File: config.mk
export PLATFORM = sky130hd
export DESIGN_NAME = dcache_req_trace_encoder
export DESIGN_NICKNAME = d
export VERILOG_FILES = /design/src/rtl/dcache_req_trace_encoder.sv
export SDC_FILE = /design/constraint.sdc
export NUM_CORES = 1
export LEC_CHECK = 0
export ABC_CLOCK_PERIOD_IN_PS = 27900
export BUFFER_PORTS_ARGS = -buffer_cell sky130_fd_sc_hd__buf_2
export CELL_PAD_IN_SITES_DETAIL_PLACEMENT = 1
export CELL_PAD_IN_SITES_GLOBAL_PLACEMENT = 1
export CORE_MARGIN = 2
export CORE_UTILIZATION = 53
export DETAILED_ROUTE_END_ITERATION = 10
export PLACE_DENSITY = 0.95
export SKIP_CTS_REPAIR_TIMING = 1
export SYNTH_ARGS = -nofsm -noshare
export SYNTH_HDL_FRONTEND = slang
export SYNTH_SLANG_ARGS = --single-unit
File: constraint.sdc
create_clock -name clock -period 27.9 [get_ports clock]
set_input_delay 5.58 -clock clock [delete_from_list [all_inputs] [get_ports clock]]
set_output_delay 5.58 -clock clock [all_outputs]
set_load 0.05 [all_outputs]
File: src/rtl/dcache_req_trace_encoder.sv
// dcache_req_trace_encoder
//
// Watches the D-cache request probe stream of the tile core and turns every
// fired load, store or AMO request into a compact trace record. Records are
// buffered in a small FIFO and offered to the trace funnel on a valid/ready
// stream. The core is never backpressured: when the FIFO is full and nothing
// pops in the same cycle, the record is dropped and counted.
//
// Ports
//   clock, reset        sole clock; synchronous active-high reset
//   enable              trace enable; low = nothing captured
//   req_*               tapped request probe (valid/ready, addr, tag, cmd,
//                       size, signed, phys, no_alloc, data)
//   out_valid/out_ready record stream towards the trace funnel
//   out_kind            0 load, 1 store, 2 AMO
//   out_full            1 = out_addr is the full address, 0 = low byte only
//   out_addr, out_tag, out_size, out_signed, out_phys, out_data
//   out_ovf             one or more records were dropped before this one
//   out_time            16-bit cycle counter value at capture
//   drop_count          saturating count of dropped records
//
// Handshake: a record transfers on a cycle where out_valid and out_ready are
// both high; while out_valid is high and out_ready low, every out_* field is
// held stable. The request side is a passive tap: fire = enable & req_valid &
// req_ready, and this block never drives req_ready.
module dcache_req_trace_encoder #(
  parameter int DEPTH    = 4,
  parameter bit COMPRESS = 1'b1
) (
  input  logic        clock,
  input  logic        reset,
  input  logic        enable,
  input  logic        req_valid,
  input  logic        req_ready,
  input  logic [31:0] req_addr,
  input  logic [5:0]  req_tag,
  input  logic [4:0]  req_cmd,
  input  logic [1:0]  req_size,
  input  logic        req_signed,
  input  logic        req_phys,
  input  logic        req_no_alloc,
  input  logic [31:0] req_data,
  output logic        out_valid,
  input  logic        out_ready,
  output logic [1:0]  out_kind,
  output logic        out_full,
  output logic [31:0] out_addr,
  output logic [5:0]  out_tag,
  output logic [1:0]  out_size,
  output logic        out_signed,
  output logic        out_phys,
  output logic [31:0] out_data,
  output logic        out_ovf,
  output logic [15:0] out_time,
  output logic [15:0] drop_count
);

  localparam int AW = (DEPTH > 1) ? $clog2(DEPTH) : 1;

  typedef struct packed {
    logic [1:0]  kind;
    logic        full;
    logic [31:0] addr;
    logic [5:0]  tag;
    logic [1:0]  size;
    logic        sgn;
    logic        phys;
    logic [31:0] data;
    logic        ovf;
    logic [15:0] tstamp;
  } rec_t;

  rec_t          mem_q [DEPTH];
  logic [AW-1:0] wr_ptr_q, rd_ptr_q;
  logic [AW:0]   count_q;
  logic [15:0]   time_q;
  logic [15:0]   drop_count_q;
  logic [31:0]   last_addr_q;
  logic          last_valid_q;
  logic          pend_ovf_q;

  // The no-allocate hint carries no information the trace needs.
  logic unused_no_alloc;
  assign unused_no_alloc = req_no_alloc;

  logic is_load, is_store, is_amo, traced;
  logic fire, cap, fifo_full, pop, push, drop, short_ok;
  rec_t rec_d;

  always_comb begin
    is_load  = 1'b0;
    is_store = 1'b0;
    is_amo   = 1'b0;
    case (req_cmd)
      5'h00, 5'h06:        is_load  = 1'b1;
      5'h01, 5'h07, 5'h11: is_store = 1'b1;
      5'h04, 5'h08, 5'h09, 5'h0A, 5'h0B,
      5'h0C, 5'h0D, 5'h0E, 5'h0F: is_amo = 1'b1;
      default: ;
    endcase
  end

  assign traced    = is_load | is_store | is_amo;
  assign fire      = enable & req_valid & req_ready;
  assign cap       = fire & traced;
  assign fifo_full = (count_q == (AW+1)'(DEPTH));
  assign out_valid = (count_q != '0);
  assign pop       = out_valid & out_ready;
  // A full FIFO still accepts when its head leaves in the same cycle.
  assign push      = cap & (~fifo_full | pop);
  assign drop      = cap & fifo_full & ~pop;

  // After a drop the consumer cannot trust its reconstructed upper address
  // bits, so the record following a gap is always a full-address record.
  assign short_ok = COMPRESS && last_valid_q && !pend_ovf_q &&
                    (req_addr[31:8] == last_addr_q[31:8]);

  always_comb begin
    rec_d        = '0;
    rec_d.kind   = is_amo ? 2'd2 : (is_store ? 2'd1 : 2'd0);
    rec_d.full   = ~short_ok;
    rec_d.addr   = short_ok ? {24'h0, req_addr[7:0]} : req_addr;
    rec_d.tag    = req_tag;
    rec_d.size   = req_size;
    rec_d.sgn    = req_signed;
    rec_d.phys   = req_phys;
    rec_d.data   = is_load ? 32'h0 : req_data;
    rec_d.ovf    = pend_ovf_q;
    rec_d.tstamp = time_q;
  end

  always_ff @(posedge clock) begin
    if (reset) begin
      for (int i = 0; i < DEPTH; i++) mem_q[i] <= '0;
      wr_ptr_q     <= '0;
      rd_ptr_q     <= '0;
      count_q      <= '0;
      time_q       <= '0;
      drop_count_q <= '0;
      last_addr_q  <= '0;
      last_valid_q <= 1'b0;
      pend_ovf_q   <= 1'b0;
    end else begin
      time_q <= time_q + 16'd1;

      if (push) begin
        mem_q[wr_ptr_q] <= rec_d;
        wr_ptr_q        <= wr_ptr_q + AW'(1);
      end
      if (pop) rd_ptr_q <= rd_ptr_q + AW'(1);

      if (push && !pop)      count_q <= count_q + (AW+1)'(1);
      else if (!push && pop) count_q <= count_q - (AW+1)'(1);

      if (drop && drop_count_q != 16'hFFFF) drop_count_q <= drop_count_q + 16'd1;

      // Only records that reach the FIFO become the compression reference.
      if (!enable) begin
        last_valid_q <= 1'b0;
      end else if (push) begin
        last_valid_q <= 1'b1;
        last_addr_q  <= req_addr;
      end else if (drop) begin
        last_valid_q <= 1'b0;
      end

      if (push)      pend_ovf_q <= 1'b0;
      else if (drop) pend_ovf_q <= 1'b1;
    end
  end

  rec_t head;
  assign head       = mem_q[rd_ptr_q];
  assign out_kind   = head.kind;
  assign out_full   = head.full;
  assign out_addr   = head.addr;
  assign out_tag    = head.tag;
  assign out_size   = head.size;
  assign out_signed = head.sgn;
  assign out_phys   = head.phys;
  assign out_data   = head.data;
  assign out_ovf    = head.ovf;
  assign out_time   = head.tstamp;
  assign drop_count = drop_count_q;

endmodule

==> results of run 1 <==
==> layout by cell type (no fill, tap or decap), drive strengths merged, types with 9 or more instances in the layout <==
cell type  count
nor2         183
xnor2         37
and3         145
clkbuf        62
clkinv        18
buf          211
a21oi         36
xor2          15
nand4         15
dfxtp         67
edfxtp       376
o21ai          9
nand3         17
nor3          11
and2          97
nand2         96
mux4          94
==> worst max-delay path, delay by kind of cell <==
kind	cells	cell delay (ps)
AO/OA/AOI/OAI	2	550
XOR/XNOR	1	170
adder cells (fa/ha/maj)	2	720
buffers and inverters	4	1460
AND/OR/NAND/NOR	3	940
==> logic make-up (layout without fill, tap and decap cells) <==
| logic type | count (synthesis) | in the layout |
|---|---|---|
| other cells | 0 | 7 |
| simple gates | 592 | 592 |
| xor+xnor | 52 | 52 |
| buf+inv | 95 | 302 |
| flops | 443 | 443 |
| fa+ha+maj | 4 | 4 |
| compound gates | 49 | 49 |
| mux | 96 | 96 |
==> state kept, by name (all words and copies together) (netlist names), named ones only <==
name	cells
mem_q	376
rd_ptr_q	2
last_addr_q	24
pend_ovf_q	1
drop_count	16
last_valid_q	1
count_q	3
wr_ptr_q	2
time_q	16
==> area by class of cell <==
cell class	count	area [um2]
multi-input cells	793	6100
repair buffers	211	1100
clock buffers	62	1240
flip-flops and latches	443	12600
fillers	3400	13700
diodes	7	17.5
clock inverters	21	126
inverters	8	31.3
well taps	461	577
==> through the flow <==
| step | power (uW) | setup slack (ps) | instances | utilization | cell area, um2 |
|---|---|---|---|---|---|
| floorplan | 1100 | 14230 | 1331 | - | 19100 |
| global route | 1810 | 18620 | 2004 | 0.614 | 21800 |
| finish | 1760 | 18900 | 2006 | 0.614 | 21800 |
| global placement | 1190 | 18600 | 1916 | 0.575 | 20400 |
| CTS | 1770 | 18910 | 1999 | 0.613 | 21800 |
| detailed placement | 1200 | 18360 | 1916 | 0.575 | 20400 |
==> per-layer routing <==
metal,GRT usage,vias to the layer above,part of all wire
met1,0.351,6209,0.40
met5,0,-,0.00052
li1,-,5278,-
met3,0.0431,82,0.057
met4,0.0780,4,0.024
met2,0.484,427,0.52
==> final timing paths <==
kind | startpoint | end | slack, ps | cells past startpoint
max | req_cmd[1] | count_q[2]$_SDFFE_PP0P_ | 18900 | 12
min | last_addr_q[12]$_SDFFE_PP0P_ | last_addr_q[12]$_SDFFE_PP0P_ | 470 | 2
min reg2reg | last_addr_q[12]$_SDFFE_PP0P_ | last_addr_q[12]$_SDFFE_PP0P_ | 470 | 2
max reg2reg | count_q[0]$_SDFFE_PP0P_ | count_q[2]$_SDFFE_PP0P_ | 23980 | 10
==> where the power goes <==
group / switching [uW] / internal [uW] / total [uW]
logic: 291 / 130 / 421
registers: 21.0 / 744 / 765
clock network: 251 / 321 / 572
total: 564 / 1190 / 1760
==> load_flow_metrics.sql, run 1 <==
INSERT INTO impl_metrics (metric_group, metric, value, unit) VALUES
('run_status', 'outcome', 'completed', ''),
('clocking', 'h-tree-depth', '2', ''),
('floorplanning', 'core_area', '35600', 'um2'),
('route', 'final_ant_viol_nets', '0', ''),
('logic_synthesis', 'ys_types', '53', ''),
('grt', 'vias_in_the_first_global_route', '13100', ''),
('sta', 'setup_viol_count_final', '0', ''),
('sta', 'final_max_tran_viols', '0', ''),
('logic_synthesis', 'synth_sequential_area_ratio', '0.660', ''),
('placed_design', 'portBuffers', '195', ''),
('floorplanning', 'pin_count', '197', ''),
('setup_path', 'cp_slowest_stage_delay', '850', 'ps'),
('logic_synthesis', 'post_synthesis_adder_cell_area_fraction', '0.00301', ''),
('grt', 'globalRouteTotalUtil', '0.274', ''),
('grt', 'globalRouteOverflowTotal', '0', ''),
('route', 'post-route-drc-count', '0', ''),
('logic_synthesis', 'ys_ff_latch', '443', ''),
('cells_and_area', 'layout-drive-gt1-share', '0.256', ''),
('logic_synthesis', 'asyncSetResetFlopFracSynth', '0', ''),
('route', 'detail_route.iter0.violations', '1006', ''),
('sta', 'final_skew', '16.4', 'ps'),
('setup_path', 'path_cells', 'buf_2 -> nor3_1 -> o41a_4 -> nand2_4 -> clkinv_2 -> buf_4 -> ha_1 -> inv_1 -> fa_1 -> xor2_1 -> or3_1 -> a21oi_1', ''),
('setup_path', 'critPathRequiredTime', '28370', 'ps'),
('grt', 'grt_max_degree', '139', ''),
('logic_synthesis', 'netlist_top_cells_count', '376 x edfxtp_1, 183 x nor2_1, 145 x and3_1', ''),
('grt', 'grt_antenna_before_repair', '7', ''),
('clocking', 'clk_latency', '560', 'ps'),
('logic_synthesis', 'synthCells', '1331', ''),
('sta', 'timing.max_slew.rel_slack', '0.129', ''),
('logic_synthesis', 'post_synthesis_compound_gate_area_fraction', '0.0157', ''),
('floorplanning', 'area_of_the_die', '37600', 'um2'),
('clocking', 'cts-buffers-inserted', '45', ''),
('sta', 'whs', '468', 'ps'),
('clocking', 'cts-root-buf', 'clkbuf_16', ''),
('logic_synthesis', 'dominant_combinational_cell_family_by_area_after_synthesis', 'simple AND/OR/NAND/NOR gates', ''),
('floorplanning', 'initial_utilization', '0.538', ''),
('logic_synthesis', 'synth_edf_count', '376', ''),
('setup_path', 'crit_path_launch_type', 'primary input', ''),
('sta', 'min_period_over_period', '0.322', ''),
('route', 'routed_wire_length_per_instance', '25.8', 'um'),
('sta', 'hold_viol', '0', ''),
('clocking', 'clkTransAtPathRegs', '60', 'ps'),
('cells_and_area', 'area_growth_syn_to_layout', '14.1', '%'),
('floorplanning', 'placementRows', '69', ''),
('run', 'cap_violations', '0', ''),
('logic_synthesis', 'synth_top_area_cell', 'edfxtp_1', ''),
('setup_path', 'crit_path_max_fanout', '138', ''),
('logic_synthesis', 'synth_area', '19100', 'um2'),
('sta', 'fmax', '0.111', 'GHz'),
('sta', 'timing_worst_slew_pin_value', '1310', 'ps'),
('sta', 'rsz_0062_raised_after_global_routing', 'no', ''),
('route', 'vias', '12000', ''),
('route', 'post_drt_via_cell_ratio', '5.98', ''),
('power', 'ir_worst_vdd', '55.0', 'uV'),
('sta', 'setup-tns-final', '0', 'ps'),
('logic_synthesis', 'ys_warn_count', '0', ''),
('clocking', 'max-clock-path-buffers', '3', ''),
('floorplanning', 'die_h', '194', 'um'),
('logic_synthesis', 'ys_dominant_reg_cell', 'edfxtp_1', ''),
('setup_path', 'worst_path_max_delay_cell', 'buf_4', ''),
('logic_synthesis', 'synth.net_count', '1421', ''),
('route', 'routed_wirelength', '51700', 'um'),
('grt', 'first_pass_grt_wire_length', '78800', 'um'),
('setup_path', 'worst-endpoint-arrival', '9470', 'ps'),
('power', 'p_per_area', '80.5', 'nW/um2'),
('logic_synthesis', 'most_used_standard_cell_by_instance_count_after_synthesis', 'edfxtp_1', ''),
('logic_synthesis', 'xor_and_xnor_area_share_after_synthesis', '0.0238', ''),
('clocking', 'cts_num_sinks', '443', ''),
('setup_path', 'cp-end-kind', 'flop', ''),
('sta', 'finalCriticalPeriod', '9000', 'ps'),
('placed_design', 'gp_congestion', '0.757', '');
(Power assumes the default switching activity.)
==> inputs of run 2 (changes only) <==
--- a/config.mk
+++ b/config.mk
@@ -5,14 +5,15 @@
 export SDC_FILE = /design/constraint.sdc
 export NUM_CORES = 1
 export LEC_CHECK = 0
-export ABC_CLOCK_PERIOD_IN_PS = 27900
+export ABC_AREA = 1
+export ABC_CLOCK_PERIOD_IN_PS = 7490
 export BUFFER_PORTS_ARGS = -buffer_cell sky130_fd_sc_hd__buf_2
 export CELL_PAD_IN_SITES_DETAIL_PLACEMENT = 1
 export CELL_PAD_IN_SITES_GLOBAL_PLACEMENT = 1
 export CORE_MARGIN = 2
-export CORE_UTILIZATION = 53
+export CORE_UTILIZATION = 42
 export DETAILED_ROUTE_END_ITERATION = 10
-export PLACE_DENSITY = 0.95
+export PLACE_DENSITY = 0.87
 export SKIP_CTS_REPAIR_TIMING = 1
 export SYNTH_ARGS = -nofsm -noshare
 export SYNTH_HDL_FRONTEND = slang
==> constraint.sdc (replaced) <==
create_clock -name clock -period 7.49 [get_ports clock]
set_input_delay 1.498 -clock clock [delete_from_list [all_inputs] [get_ports clock]]
set_output_delay 1.498 -clock clock [all_outputs]
set_load 0.05 [all_outputs]
==> run 2 against run 1 <==
  * Critical path depth decreased by 7
  * Clock power increased to 3.9 times the previous value
  * Clock skew decreased by 7.2 ps
  * Combinational power increased to 4.5 times the previous value
  * Final cell count increased by 33%
  * Critical path type is now flop to output pin
==> load_flow_metrics.sql, run 2 <==
INSERT INTO impl_metrics (metric_group, metric, value, unit) VALUES
('run_status', 'outcome', 'completed', ''),
('route', 'first_pass_iters', '5', ''),
('sta', 'finalCriticalPeriod', '4930', 'ps'),
('grt', 'globalRouteOverflowTotal', '0', ''),
('grt', 'first_pass_grt_wire_length', '86500', 'um'),
('setup_path', 'timing.reg2reg.setup_slack', '3540', 'ps'),
('logic_synthesis', 'netlist_top_cells_count', '534 x nor2_1, 376 x edfxtp_1, 227 x o21ai_0', ''),
('sta', 'rsz_0062_raised_after_global_routing', 'no', ''),
('placed_design', 'gp_congestion', '0.762', ''),
('run', 'cap_violations', '0', ''),
('setup_path', 'cp-end-kind', 'output pin', ''),
('floorplanning', 'die_width', '217', 'um'),
('floorplanning', 'initial_utilization', '0.423', ''),
('cells_and_area', 'fillers', '5060', ''),
('power', 'ir_worst_vdd', '152', 'uV'),
('route', 'routed_wirelength', '56000', 'um'),
('setup_path', 'worstSetupPathType', 'flop to output pin', ''),
('setup_path', 'ff2ff_path_depth', '9', ''),
('sta', 'final_max_tran_viols', '0', ''),
('setup_path', 'path_cells', 'inv_6 -> buf_4 -> o21ai_0 -> o22ai_1 -> buf_2', ''),
('sta', 'timing.max_slew.rel_slack', '0.237', ''),
('setup_path', 'worst_r2r_startpoint', 'count_q[0]$_SDFFE_PP0P_', ''),
('logic_synthesis', 'post_synth_main_area_contributors', 'edfxtp_1 59%, nor2_1 11%, dfxtp_1 7.0%', ''),
('cells_and_area', 'final_common_cell', 'nor2_1', ''),
('placed_design', 'dp_hpwl', '32300', 'um'),
('clocking', 'cts_tree', 'yes', ''),
('cells_and_area', 'area_growth_syn_to_layout', '15.0', '%'),
('route', 'routed_wire_length_per_instance', '21.0', 'um'),
('logic_synthesis', 'ys_dominant_reg_cell', 'edfxtp_1', ''),
('logic_synthesis', 'asyncSetResetFlopFracSynth', '0', ''),
('logic_synthesis', 'synth.net_count', '1982', ''),
('setup_path', 'worst_path_max_delay_cell', 'buf_4', ''),
('sta', 'fmax', '0.203', 'GHz'),
('clocking', 'cts_num_sinks', '443', ''),
('sta', 'timing_worst_slew_pin_value', '1140', 'ps'),
('setup_path', 'rr_endpoint', 'mem_q[1][12]$_SDFFCE_PN0P_', ''),
('logic_synthesis', 'avgSynthCellArea', '10.1', 'um2'),
('cells_and_area', 'layout-drive-gt1-share', '0.143', ''),
('logic_synthesis', 'synth_top_area_cell', 'edfxtp_1', ''),
('cells_and_area', 'finish.net_count', '2123', ''),
('clocking', 'clk_latency', '570', 'ps'),
('hold_path', 'hold_class', 'flop to flop', ''),
('setup_path', 'critPathRequiredTime', '5990', 'ps'),
('grt', 'vias_in_the_first_global_route', '15700', ''),
('logic_synthesis', 'synth_area', '19100', 'um2'),
('cells_and_area', 'top_regs', 'mem_q: 376 flops, last_addr_q: 24 flops', ''),
('route', 'detail_route.iter0.violations', '1265', ''),
('floorplanning', 'area_of_the_die', '47100', 'um2'),
('logic_synthesis', 'ys_ff_latch', '443', ''),
('clocking', 'max-clock-path-buffers', '3', ''),
('sta', 'min_period_over_period', '0.658', ''),
('grt', 'grt_max_degree', '114', ''),
('sta', 'post-route-worst-setup-slack', '2560', 'ps'),
('sta', 'setup_viol_count_final', '0', ''),
('cells_and_area', 'multi_input_comb_area', '5480', 'um2'),
('setup_path', 'crit_path_end', 'out_addr[27]', ''),
('setup_path', 'worst-endpoint-arrival', '3430', 'ps'),
('clocking', 'cts-buffers-inserted', '47', ''),
('grt', 'grt_antenna_before_repair', '2', ''),
('logic_synthesis', 'most_used_standard_cell_by_instance_count_after_synthesis', 'nor2_1', ''),
('logic_synthesis', 'synthCells', '1892', ''),
('cells_and_area', 'layout.cells.most_common_list', '534 x nor2_1, 376 x edfxtp_1, 227 x o21ai_0', ''),
('floorplanning', 'core_area', '45100', 'um2'),
('route', 'final_ant_viol_nets', '0', ''),
('power', 'power.static_leakage', '0.00850', 'uW'),
('clocking', 'clkTransAtPathRegs', '60', 'ps'),
('cells_and_area', 'largest_register_ffs', '376', ''),
('sta', 'final_skew', '9.18', 'ps'),
('logic_synthesis', 'ys_types', '31', ''),
('placed_design', 'place_worst_setup_slack', '2090', 'ps'),
('setup_path', 'crit_path_launch_type', 'flop', ''),
('grt', 'globalRouteTotalUtil', '0.236', ''),
('floorplanning', 'die_h', '217', 'um'),
('logic_synthesis', 'top_area_cell_type_share_of_the_netlist_area', '0.592', ''),
('cells_and_area', 'ff_latch_area', '12600', 'um2'),
('cells_and_area', 'max_flop_register', 'mem_q', ''),
('route', 'vias', '14800', ''),
('sta', 'setup-tns-final', '0', 'ps'),
('logic_synthesis', 'synth_edf_count', '376', ''),
('placed_design', 'portBuffers', '195', ''),
('floorplanning', 'pin_count', '197', ''),
('route', 'post-route-drc-count', '0', ''),
('setup_path', 'crit_path_max_fanout', '113', ''),
('floorplanning', 'placementRows', '78', ''),
('sta', 'hold_viol', '0', ''),
('route', 'post_drt_via_cell_ratio', '5.53', ''),
('clocking', 'h-tree-depth', '2', ''),
('power', 'p_per_area', '318', 'nW/um2'),
('logic_synthesis', 'synth_sequential_area_ratio', '0.663', ''),
('setup_path', 'cp_slowest_stage_delay', '760', 'ps'),
('clocking', 'cts-root-buf', 'clkbuf_16', ''),
('logic_synthesis', 'ys_warn_count', '0', '');
-- run 2: worst max-delay path, delay by kind of cell (launching register included) --
kind            cells  cell delay, ps
flops               1             480
compound gates      2             500
buf+inv             3            1740
-- run 2: power breakdown --
part / switching, uW / internal, uW / total (uW) / leakage (uW)
clock network: 951 / 1270 / 2220 / 0.000696
registers: 68.0 / 2770 / 2840 / 0.00443
logic: 1530 / 383 / 1910 / 0.00338
-- run 2: how the worst min path moves through the flow --
| stage | depth (start not counted) | slack [ps] | start | endpoint |
|---|---|---|---|---|
| final | 2 | 470 | rd_ptr_q[1]$_SDFFE_PP0P_ | flop |
| after global routing | 2 | 490 | rd_ptr_q[1]$_SDFFE_PP0P_ | flop |
| after CTS | 2 | 470 | last_addr_q[15]$_SDFFE_PP0P_ | last_addr_q[15]$_SDFFE_PP0P_ |
| after detailed placement | 2 | 460 | last_addr_q[15]$_SDFFE_PP0P_ | last_addr_q[15]$_SDFFE_PP0P_ |
| after global placement | 2 | 440 | rd_ptr_q[1]$_SDFFE_PP0P_ | flop |
| after floorplan | 1 | 430 | time_q[0]$_SDFF_PP0_ | time_q[0]$_SDFF_PP0_ |
-- run 2: stage by stage --
stage	hold WS [ps]	cell area (um2)	cells	total power [uW]	util
6_report	471	21900	2668	6970	0.486
5_1_grt	487	21900	2668	7210	0.486
4_1_cts	472	21900	2666	7010	0.486
3_5_place_dp	463	20500	2584	4800	0.455
3_3_place_gp	442	20500	2584	4730	0.455
2_1_floorplan	430	19100	1892	4260	-
-- run 2: cell families after synthesis --
kind of cell / share of synthesized area
simple gates: 0.171
flops: 0.663
compound gates: 0.108
buf+inv: 0.0524
xor+xnor: 0.00322
fa+ha+maj: 0.00302
-- run 2: layer usage --
metal / global-route usage / up-vias / wire length [um]
li1: - / 6790 / -
met1: 0.290 / 7385 / 22700
met2: 0.422 / 505 / 28600
met3: 0.0341 / 86 / 3410
met4: 0.0833 / 0 / 1390
met5: 0 / - / 0
-- run 2: area by class of cell --
cell class	count	share of cell area
clock buffer	64	0.0589
tap	600	0.0342
inverter	122	0.0211
sequential	443	0.576
multi-input combinational	1203	0.250
antenna	2	0.000228
timing repair buffer	216	0.0528
clock inverter	18	0.00639
